File: config.mk
export PLATFORM = sky130hd
export DESIGN_NAME = ps2_move_decoder
export DESIGN_NICKNAME = d
export VERILOG_FILES = /design/src/rtl/ps2_move_decoder_pkg.sv /design/src/rtl/ps2_move_decoder_frame_rx.sv /design/src/rtl/ps2_move_decoder.sv
export SDC_FILE = /design/constraint.sdc
export NUM_CORES = 1
export LEC_CHECK = 0
export CELL_PAD_IN_SITES_DETAIL_PLACEMENT = 0
export CELL_PAD_IN_SITES_GLOBAL_PLACEMENT = 1
export CORE_ASPECT_RATIO = 0.9
export CORE_UTILIZATION = 49
export CTS_CLUSTER_DIAMETER = 60
export CTS_CLUSTER_SIZE = 10
export DETAILED_ROUTE_END_ITERATION = 7
export GPL_ROUTABILITY_DRIVEN = 0
export PLACE_DENSITY_LB_ADDON = 0.25
export SETUP_SLACK_MARGIN = 0.4
export SLEW_MARGIN = 10
export SYNTH_ARGS = -nofsm -noshare
export SYNTH_HDL_FRONTEND = slang
export SYNTH_SLANG_ARGS = --single-unit
File: constraint.sdc
create_clock -name clk -period 5.5 [get_ports clk]
set_input_delay 1.1 -clock clk [delete_from_list [all_inputs] [get_ports clk]]
set_output_delay 1.1 -clock clk [all_outputs]
set_load 0.02 [all_outputs]
File: src/rtl/ps2_move_decoder_pkg.sv
// Shared constants, decode-state type and key-map helpers for the PS/2 move decoder.
package ps2_move_decoder_pkg;

  // Move strobe encoding
  localparam logic [2:0] MOVE_NONE    = 3'd0;
  localparam logic [2:0] MOVE_UP      = 3'd1;
  localparam logic [2:0] MOVE_DOWN    = 3'd2;
  localparam logic [2:0] MOVE_LEFT    = 3'd3;
  localparam logic [2:0] MOVE_RIGHT   = 3'd4;
  localparam logic [2:0] MOVE_CONFIRM = 3'd5;

  // Scan code set 2 prefixes
  localparam logic [7:0] PS2_EXT = 8'hE0;
  localparam logic [7:0] PS2_BRK = 8'hF0;

  // Plain keys
  localparam logic [7:0] SC_W     = 8'h1D;
  localparam logic [7:0] SC_S     = 8'h1B;
  localparam logic [7:0] SC_A     = 8'h1C;
  localparam logic [7:0] SC_D     = 8'h23;
  localparam logic [7:0] SC_ENTER = 8'h5A;
  localparam logic [7:0] SC_SPACE = 8'h29;

  // Extended (E0-prefixed) arrow keys
  localparam logic [7:0] SC_UP    = 8'h75;
  localparam logic [7:0] SC_DOWN  = 8'h72;
  localparam logic [7:0] SC_LEFT  = 8'h6B;
  localparam logic [7:0] SC_RIGHT = 8'h74;

  // Index of the stop bit within a frame (start = 0, d0..d7 = 1..8, parity = 9)
  localparam logic [3:0] FRAME_STOP_IDX   = 4'd10;
  localparam logic [3:0] FRAME_PARITY_IDX = 4'd9;
  localparam logic [3:0] FRAME_LAST_DATA  = 4'd8;

  typedef enum logic [1:0] {
    StIdle,
    StExt,
    StBrk,
    StExtBrk
  } dec_state_e;

  // Map a scan code (with its extended flag) to a move; unmapped keys give MOVE_NONE.
  function automatic logic [2:0] key_map(input logic [7:0] code, input logic ext);
    logic [2:0] m;
    m = MOVE_NONE;
    if (!ext) begin
      case (code)
        SC_W:     m = MOVE_UP;
        SC_S:     m = MOVE_DOWN;
        SC_A:     m = MOVE_LEFT;
        SC_D:     m = MOVE_RIGHT;
        SC_ENTER: m = MOVE_CONFIRM;
        SC_SPACE: m = MOVE_CONFIRM;
        default:  m = MOVE_NONE;
      endcase
    end else begin
      case (code)
        SC_UP:    m = MOVE_UP;
        SC_DOWN:  m = MOVE_DOWN;
        SC_LEFT:  m = MOVE_LEFT;
        SC_RIGHT: m = MOVE_RIGHT;
        default:  m = MOVE_NONE;
      endcase
    end
    return m;
  endfunction

  // One-hot held-bit mask for a move; bit 0 corresponds to MOVE_UP.
  function automatic logic [4:0] move_mask(input logic [2:0] m);
    logic [4:0] mask;
    case (m)
      MOVE_UP:      mask = 5'b00001;
      MOVE_DOWN:    mask = 5'b00010;
      MOVE_LEFT:    mask = 5'b00100;
      MOVE_RIGHT:   mask = 5'b01000;
      MOVE_CONFIRM: mask = 5'b10000;
      default:      mask = 5'b00000;
    endcase
    return mask;
  endfunction

endpackage

File: src/rtl/ps2_move_decoder_frame_rx.sv
// PS/2 frame receiver: pin synchronizers, falling-edge detect, 11-bit framing,
// odd-parity check and mid-frame timeout.
module ps2_frame_rx
  import ps2_move_decoder_pkg::*;
#(
  parameter int unsigned SYNC_STAGES = 2,
  parameter int unsigned TIMEOUT_CYC = 100000
) (
  input  logic       clk_i,
  input  logic       rst_i,
  input  logic       ps2_clk_i,
  input  logic       ps2_data_i,
  output logic [7:0] scan_code_o,
  output logic       scan_valid_o,
  output logic       frame_err_o
);

  localparam int unsigned ToW = $clog2(TIMEOUT_CYC + 1);

  logic [SYNC_STAGES-1:0] clk_sync_q;
  logic [SYNC_STAGES-1:0] data_sync_q;
  logic                   clk_prev_q;
  logic                   data_dly_q;
  logic                   fall_q;
  logic                   clk_s;

  logic [3:0]     bit_cnt_q, bit_cnt_d;
  logic [7:0]     shift_q, shift_d;
  logic           parity_q, parity_d;
  logic [ToW-1:0] to_cnt_q, to_cnt_d;
  logic [7:0]     code_q, code_d;
  logic           valid_q, valid_d;
  logic           err_q, err_d;

  assign clk_s = clk_sync_q[SYNC_STAGES-1];

  // Synchronize the pins and register the ps2_clk falling edge; data is delayed to stay aligned.
  always_ff @(posedge clk_i) begin
    if (rst_i) begin
      clk_sync_q  <= '1;
      data_sync_q <= '1;
      clk_prev_q  <= 1'b1;
      data_dly_q  <= 1'b1;
      fall_q      <= 1'b0;
    end else begin
      clk_sync_q  <= {clk_sync_q[SYNC_STAGES-2:0], ps2_clk_i};
      data_sync_q <= {data_sync_q[SYNC_STAGES-2:0], ps2_data_i};
      clk_prev_q  <= clk_s;
      data_dly_q  <= data_sync_q[SYNC_STAGES-1];
      fall_q      <= clk_prev_q & ~clk_s;
    end
  end

  // Frame assembly, checking and timeout; a fall always takes priority over the timeout.
  always_comb begin
    bit_cnt_d = bit_cnt_q;
    shift_d   = shift_q;
    parity_d  = parity_q;
    to_cnt_d  = to_cnt_q;
    code_d    = code_q;
    valid_d   = 1'b0;
    err_d     = 1'b0;

    if (fall_q) begin
      to_cnt_d = '0;
      if (bit_cnt_q == 4'd0) begin
        // A high start bit is rejected without leaving the idle position.
        if (data_dly_q) begin
          err_d = 1'b1;
        end else begin
          bit_cnt_d = 4'd1;
        end
      end else if (bit_cnt_q <= FRAME_LAST_DATA) begin
        shift_d   = {data_dly_q, shift_q[7:1]};
        bit_cnt_d = bit_cnt_q + 4'd1;
      end else if (bit_cnt_q == FRAME_PARITY_IDX) begin
        parity_d  = data_dly_q;
        bit_cnt_d = FRAME_STOP_IDX;
      end else begin
        bit_cnt_d = 4'd0;
        // Odd parity: data plus parity bit must hold an odd number of ones.
        if (data_dly_q && (^{shift_q, parity_q})) begin
          code_d  = shift_q;
          valid_d = 1'b1;
        end else begin
          err_d = 1'b1;
        end
      end
    end else if (bit_cnt_q != 4'd0) begin
      if (to_cnt_q == ToW'(TIMEOUT_CYC - 1)) begin
        to_cnt_d  = '0;
        bit_cnt_d = 4'd0;
        err_d     = 1'b1;
      end else begin
        to_cnt_d = to_cnt_q + 1'b1;
      end
    end else begin
      to_cnt_d = '0;
    end
  end

  // Receiver state registers.
  always_ff @(posedge clk_i) begin
    if (rst_i) begin
      bit_cnt_q <= 4'd0;
      shift_q   <= 8'h00;
      parity_q  <= 1'b0;
      to_cnt_q  <= '0;
      code_q    <= 8'h00;
      valid_q   <= 1'b0;
      err_q     <= 1'b0;
    end else begin
      bit_cnt_q <= bit_cnt_d;
      shift_q   <= shift_d;
      parity_q  <= parity_d;
      to_cnt_q  <= to_cnt_d;
      code_q    <= code_d;
      valid_q   <= valid_d;
      err_q     <= err_d;
    end
  end

  assign scan_code_o  = code_q;
  assign scan_valid_o = valid_q;
  assign frame_err_o  = err_q;

endmodule

File: src/rtl/ps2_move_decoder.sv
// PS/2 keyboard to game-move decoder: make/break decode, key map and typematic suppression.
module ps2_move_decoder
  import ps2_move_decoder_pkg::*;
#(
  parameter int unsigned SYNC_STAGES = 2,
  parameter int unsigned TIMEOUT_CYC = 100000
) (
  input  logic       clk,
  input  logic       rst,
  input  logic       ps2_clk,
  input  logic       ps2_data,
  output logic [2:0] move,
  output logic [7:0] scan_code,
  output logic       scan_valid,
  output logic       frame_err
);

  logic [7:0] rx_code;
  logic       rx_valid;
  logic       rx_err;

  dec_state_e state_q, state_d;
  logic [4:0] held_q, held_d;
  logic [2:0] move_q, move_d;
  logic [2:0] key_move;
  logic [4:0] key_mask;
  logic       is_ext;
  logic       do_make;

  ps2_frame_rx #(
    .SYNC_STAGES(SYNC_STAGES),
    .TIMEOUT_CYC(TIMEOUT_CYC)
  ) u_frame_rx (
    .clk_i       (clk),
    .rst_i       (rst),
    .ps2_clk_i   (ps2_clk),
    .ps2_data_i  (ps2_data),
    .scan_code_o (rx_code),
    .scan_valid_o(rx_valid),
    .frame_err_o (rx_err)
  );

  assign is_ext   = (state_q == StExt) || (state_q == StExtBrk);
  assign key_move = key_map(rx_code, is_ext);
  assign key_mask = move_mask(key_move);

  // Decode make/break prefixes on each received byte; strobe only the first make of a held key.
  always_comb begin
    state_d = state_q;
    held_d  = held_q;
    move_d  = MOVE_NONE;
    do_make = 1'b0;

    if (rx_valid) begin
      unique case (state_q)
        StIdle: begin
          if (rx_code == PS2_EXT) begin
            state_d = StExt;
          end else if (rx_code == PS2_BRK) begin
            state_d = StBrk;
          end else begin
            do_make = 1'b1;
          end
        end
        StExt: begin
          if (rx_code == PS2_BRK) begin
            state_d = StExtBrk;
          end else if (rx_code != PS2_EXT) begin
            do_make = 1'b1;
            state_d = StIdle;
          end
        end
        StBrk, StExtBrk: begin
          held_d  = held_q & ~key_mask;
          state_d = StIdle;
        end
        default: state_d = StIdle;
      endcase
    end

    // key_mask is zero for unmapped keys, so they never strobe.
    if (do_make && (key_mask != 5'b0) && ((held_q & key_mask) == 5'b0)) begin
      move_d = key_move;
      held_d = held_q | key_mask;
    end
  end

  // Decode state, held keys and the registered move strobe.
  always_ff @(posedge clk) begin
    if (rst) begin
      state_q <= StIdle;
      held_q  <= 5'b0;
      move_q  <= MOVE_NONE;
    end else begin
      state_q <= state_d;
      held_q  <= held_d;
      move_q  <= move_d;
    end
  end

  assign move       = move_q;
  assign scan_code  = rx_code;
  assign scan_valid = rx_valid;
  assign frame_err  = rx_err;

endmodule

=== Yosys cells after proc, flatten, opt, wreduce, memory -nomap -nowiden ===
Cells that the tools add are included.

* Register bits after elaboration: 57
* Latch bits: 0
* Bits in writable memories: 0
* Memory bits (read-only): 0
* Output and inout port bits: 13
* Logic and storage cells: 115
* Memories: 0

* Add/sub/neg operators: 2
* $mul: 0
* Div/mod/pow operators: 0
* Magnitude comparators: 1
* Equal/unequal tests: 26
* Shifts and indexed selects: 0
* Muxes and demuxes: 34
* Bitwise operators: 12
* Reduce and logical (&&, ||, !) cells: 25

{| class="wikitable"
|+ Operators by type and width
! kind !! number
|-
| $eq 8x7->1 const B || 5
|-
| $mux 4 || 7
|-
| $pmux 5 s5 || 1
|-
| $eq 8x5->1 const B || 3
|-
| $add 17x1->17 const B || 1
|-
| $eq 17x17->1 const B || 1
|-
| $eq 8x6->1 const B || 2
|-
| $eq 8x8->1 const B || 2
|-
| $mux 5 || 3
|-
| $pmux 3 s5 || 1
|-
| $mux 1 || 14
|-
| $pmux 3 s4 || 1
|-
| $and 5x5->5 || 2
|-
| $reduce_and 3->1 || 3
|-
| $reduce_xor 9->1 || 1
|-
| $mux 2 || 4
|-
| $ne 8x8->1 const B || 1
|-
| $reduce_bool 2->1 || 4
|-
| $not 1->1 || 7
|-
| $eq 3x2->1 const B || 2
|-
| $eq 3x3->1 const B || 2
|-
| $ne 3x3->1 const B || 2
|-
| $pmux 2 s3 || 1
|-
| $reduce_or 2->1 || 3
|-
| other kinds (24) || 27
|}

=== Depth between registers and ports, before layout ===
* Depth in word-level cells: 11
* Gate-level depth with buffers: 8
* Depth with buffers taken out: 7

=== Modules after synthesis ===
Synthesis repeated with hierarchy kept, for this count alone.

* Cells, all modules: 305
* Area total of the unflattened synthesis: 2798.9 sq um

{| class="wikitable"
|+ Modules (own cells, without submodules)
! module !! instances !! cells an instance !! area each (sq um) !! sequential area each (sq um)
|-
| ps2_frame_rx || 1 || 213 || 2028.2 || 940.9
|-
| ps2_move_decoder || 1 || 92 || 770.7 || 200.2
|}

=== Least setup slack after synthesis ===
No wires, ideal clock.

* Path kind: input-to-reg
* Start: in rst
* End: reg u_frame_rx.to_cnt_q[10]
* Library setup time: 0.065 ns
* Arrival: 2.063 ns
* Data required time: 5.435 ns
* Setup slack: 3.372 ns
* Cell stages on the path: 4
* Buffers on the path: 2
* Cells stage by stage: or4_1 -> clkbuf_1 -> clkbuf_1 -> nor2_1

* Longest elaborated chain between the ends: 1

{| class="wikitable"
|+ Ends and longest elaborated chain
! element !! RTL line !! source
|-
| from (decl) || ps2_move_decoder.sv:9 || <nowiki>input logic rst,</nowiki>
|-
| $reduce_or 4->1 (no source line) || - ||
|-
| to (signal assigned) || ps2_move_decoder_frame_rx.sv:116 || <nowiki>to_cnt_q <= to_cnt_d;</nowiki>
|-
| to (decl) || ps2_move_decoder_frame_rx.sv:30 || <nowiki>logic [ToW-1:0] to_cnt_q, to_cnt_d;</nowiki>
|}

No other way between the ends.
A chain may end at the register's enable or synchronous reset.

=== Final worst setup path ===
* Start: in rst
* End: reg move_q[1], in the netlist move[1]

* Longest elaborated chain between the ends: 1

{| class="wikitable"
|+ Ends and longest elaborated chain
! element !! RTL line !! source
|-
| $reduce_or 2->1 (no source line) || - ||
|-
| to (signal assigned) || ps2_move_decoder.sv:97 || <nowiki>move_q <= move_d;</nowiki>
|-
| to (decl) || ps2_move_decoder.sv:24 || <nowiki>logic [2:0] move_q, move_d;</nowiki>
|}

No other way between the ends.

==> flow_summary.toml <==
[status]
run_status = "finished clean"

[setup_path]
worstPathMaxFanout = 19
rr_worst_depth = 7
crit_end = "move[1]$_SDFF_PP0_"
reg2reg_to = "u_frame_rx.bit_cnt_q[2]$_SDFFE_PP0P_"
path_class = "in2reg"
regToRegSetupSlack_ns = 3.24
rr_startpoint = "u_frame_rx.bit_cnt_q[0]$_SDFFE_PP0P_"
crit_required_ns = 5.75
critical_path_arrival_ns = 3.44
worst_setup_path_end_kind = "flop"
cp-startpoint = "rst"
start_kind = "input pin"

[clock_network]
root_buffer = "clkbuf_8"
cts-resized-gates = 0
h-tree-depth = 3
cts_buffers = 9
clk_latency_ns = 0.33
clkTransAtPathRegs_ns = 0.06
cts_buffer_depth = 2
hold_buffers = 0
clock-sinks = 57
post-cts-setup-buffers = 0
tritoncts = "yes"

[finish]
fillers = 475
syn_to_final_growth_pct = 14.9
multi_input_area_mm2 = 0.00148
seq_area_mm2 = 0.00114
antenna_cells = 0
nets = 315
drive_gt1_share_pct = 10.9

[sta]
period_needed_ns = 3.19
setup_viol = 0
finalSetupTns_ns = 0
hold_violations = 0
maxSlewHeadroom_pct = 46.2
fin_crit_sh_pct = 58.0
hold_slack_ns = 0.409
finClkSkew_ns = 0.00580
tightestPinTransition_ns = 0.796
setup_slack_ns = 2.31
fmax_mhz = 313
rsz0062_at_grt = "false"
slew_violations = 0

[die]
core_area_mm2 = 0.00526
num_rows = 25
initial_utilization_pct = 51.1
die_h_um = 72.2
die_w_um = 80.0
num_io_pins = 17
die-area_mm2 = 0.00578

[synthesis]
ys.flop_type = "dfxtp_1"
synth.net_count = 295
netlist_area_mm2 = 0.00268
seq_area_frac_synth_pct = 42.5
synth-warning-count = 0
ys_types = 60
synth_edf_count = 0
avgSynthCellArea_um2 = 9.35
async_flop_share_pct = 0
ys_ff_latch = 57
synth_cells = 287

[global_routing]
overflow = 0
antenna_found_initial = 0
grt_usage_pct = 20.5
grt_pass1_wl_um = 8990
grt_start_max_net_pins = 20
grt_pass1_vias = 1887

[routing]
vias_per_cell = 5.46
ant_nets = 0
finalWirelength_um = 5140
drt_first_pass_iters = 4
drt_iter0_drc = 104
dr_total_vias = 2069
wire_per_inst_um = 13.6
drc = 0

[power_and_ir_drop]
p_total_mw = 0.780
total_leakage_power_nw = 1.18
p_per_area_mw_per_mm2 = 253
ir_drop_mv = 0.171

[min_path]
hold_path.class = "reg2reg"
min-delay-start = "u_frame_rx.data_sync_q[1]$_SDFF_PP1_"

[placed_design]
place_ws_ns = 2.02
portBuffers = 16
dpl.hpwl_um = 3550

[run]
max_cap_viol_count = 0
[cell families (layout without fill, tap and decap cells)]
| logic type | count (synthesis) | count (layout) | share of synthesized area [%] |
|---|---|---|---|
| compound gates | 35 | 35 | 10.1 |
| xor+xnor | 22 | 22 | 8.25 |
| fa+ha+maj | 4 | 4 | 1.86 |
| buf+inv | 17 | 42 | 2.52 |
| flops | 57 | 57 | 42.5 |
| mux | 21 | 21 | 8.34 |
| simple gates | 131 | 131 | 26.4 |
[sequential cells by signal, indices dropped and copies added, names as in the netlist, 2 cells and up, named ones only]
register                count
u_frame_rx.clk_sync_q       2
move                        3
u_frame_rx.to_cnt_q        17
u_frame_rx.data_sync_q      2
u_frame_rx.shift_q          8
state_q                     2
u_frame_rx.scan_code_o      8
u_frame_rx.bit_cnt_q        4
[how the worst min path moves through the flow]
stage	endpoint	slack [ns]	depth (start not counted)
6_report	u_frame_rx.data_dly_q$_SDFF_PP1_	0.41	1
5_1_grt	u_frame_rx.fall_q$_SDFF_PP0_	0.43	2
4_1_cts	u_frame_rx.data_dly_q$_SDFF_PP1_	0.41	1
3_5_place_dp	u_frame_rx.data_sync_q[1]$_SDFF_PP1_	0.40	1
3_3_place_gp	u_frame_rx.clk_sync_q[1]$_SDFF_PP1_	0.39	1
2_1_floorplan	u_frame_rx.clk_sync_q[1]$_SDFF_PP1_	0.39	1
[power by group]
part	internal [mW]	switching, mW	total, mW
sequential	0.415	0.00118	0.416
clock	0.185	0.165	0.350
combinational	0.00577	0.00838	0.0141
[worst max-delay path: stages]
cell and delay (ns):
clkdlybuf4s50_1 0.76, buf_4 0.37, nor4b_1 0.71, nand2_1 0.24, a211oi_1 0.25
[stage by stage]
| step | cells | utilization [%] | instance area [um^2] |
|---|---|---|---|
| 3_3_place_gp | 363 | 55.2 | 2900 |
| 4_1_cts | 379 | 58.7 | 3080 |
| 3_5_place_dp | 363 | 55.2 | 2900 |
| 6_report | 379 | 58.7 | 3080 |
| 2_1_floorplan | 287 | - | 2680 |
| 5_1_grt | 379 | 58.7 | 3080 |
[placed cells by master (no fill, tap or decap), types with 5 or more instances in the layout]
cell / n
nand3_1: 11
xor2_1: 10
nand2_1: 21
a21oi_1: 5
nor2_1: 45
or2_2: 8
clkbuf_8: 11
mux2i_1: 19
clkdlybuf4s50_1: 16
dfxtp_1: 57
inv_1: 9
xnor2_1: 10
and3_1: 5
[layout make-up]
| type | instances | area share (%) |
|---|---|---|
| multi-input cells | 213 | 47.8 |
| flip-flops and latches | 57 | 37.0 |
| repair buffers | 17 | 5.44 |
| clock buffers | 11 | 4.91 |
| well taps | 67 | 2.72 |
| inverters | 9 | 1.10 |
| clock inverters | 5 | 0.974 |
[metal layers]
layer | track usage (%) | wire, um | up-vias
li1 | - | - | 1055
met1 | 29.5 | 2730 | 973
met2 | 28.4 | 2130 | 35
met3 | 7.17 | 220 | 6
met4 | 7.14 | 61 | 0
met5 | 0 | 0 | -
[cell usage after synthesis (2+ instances only)]
library cell | n | share of area [%]
o22ai_1 | 4 | 0.93
xnor2_1 | 10 | 3.3
or2_2 | 8 | 1.9
mux2i_1 | 19 | 7.1
o21ai_0 | 3 | 0.56
nand3_1 | 11 | 2.1
o211ai_1 | 2 | 0.56
nor4b_1 | 3 | 0.98
nor2_1 | 45 | 6.3
and4b_1 | 4 | 1.5
and3b_1 | 2 | 0.65
buf_2 | 3 | 0.56
inv_1 | 9 | 1.3
nand2_1 | 21 | 2.9
nor2b_1 | 4 | 0.93
nand2b_1 | 3 | 0.70
ha_1 | 4 | 1.9
and3_1 | 5 | 1.2
and4_1 | 3 | 0.98
clkbuf_1 | 5 | 0.70
a21oi_1 | 5 | 0.93
nand4b_1 | 2 | 0.65
and2_1 | 2 | 0.47
nor3b_1 | 4 | 1.1
nand4_1 | 2 | 0.47
dfxtp_1 | 57 | 43
nor3_1 | 3 | 0.56
a41oi_1 | 2 | 0.65
nand4bb_1 | 2 | 0.84
xor2_1 | 10 | 3.3
Note: power is estimated with default switching activity, not from simulation.
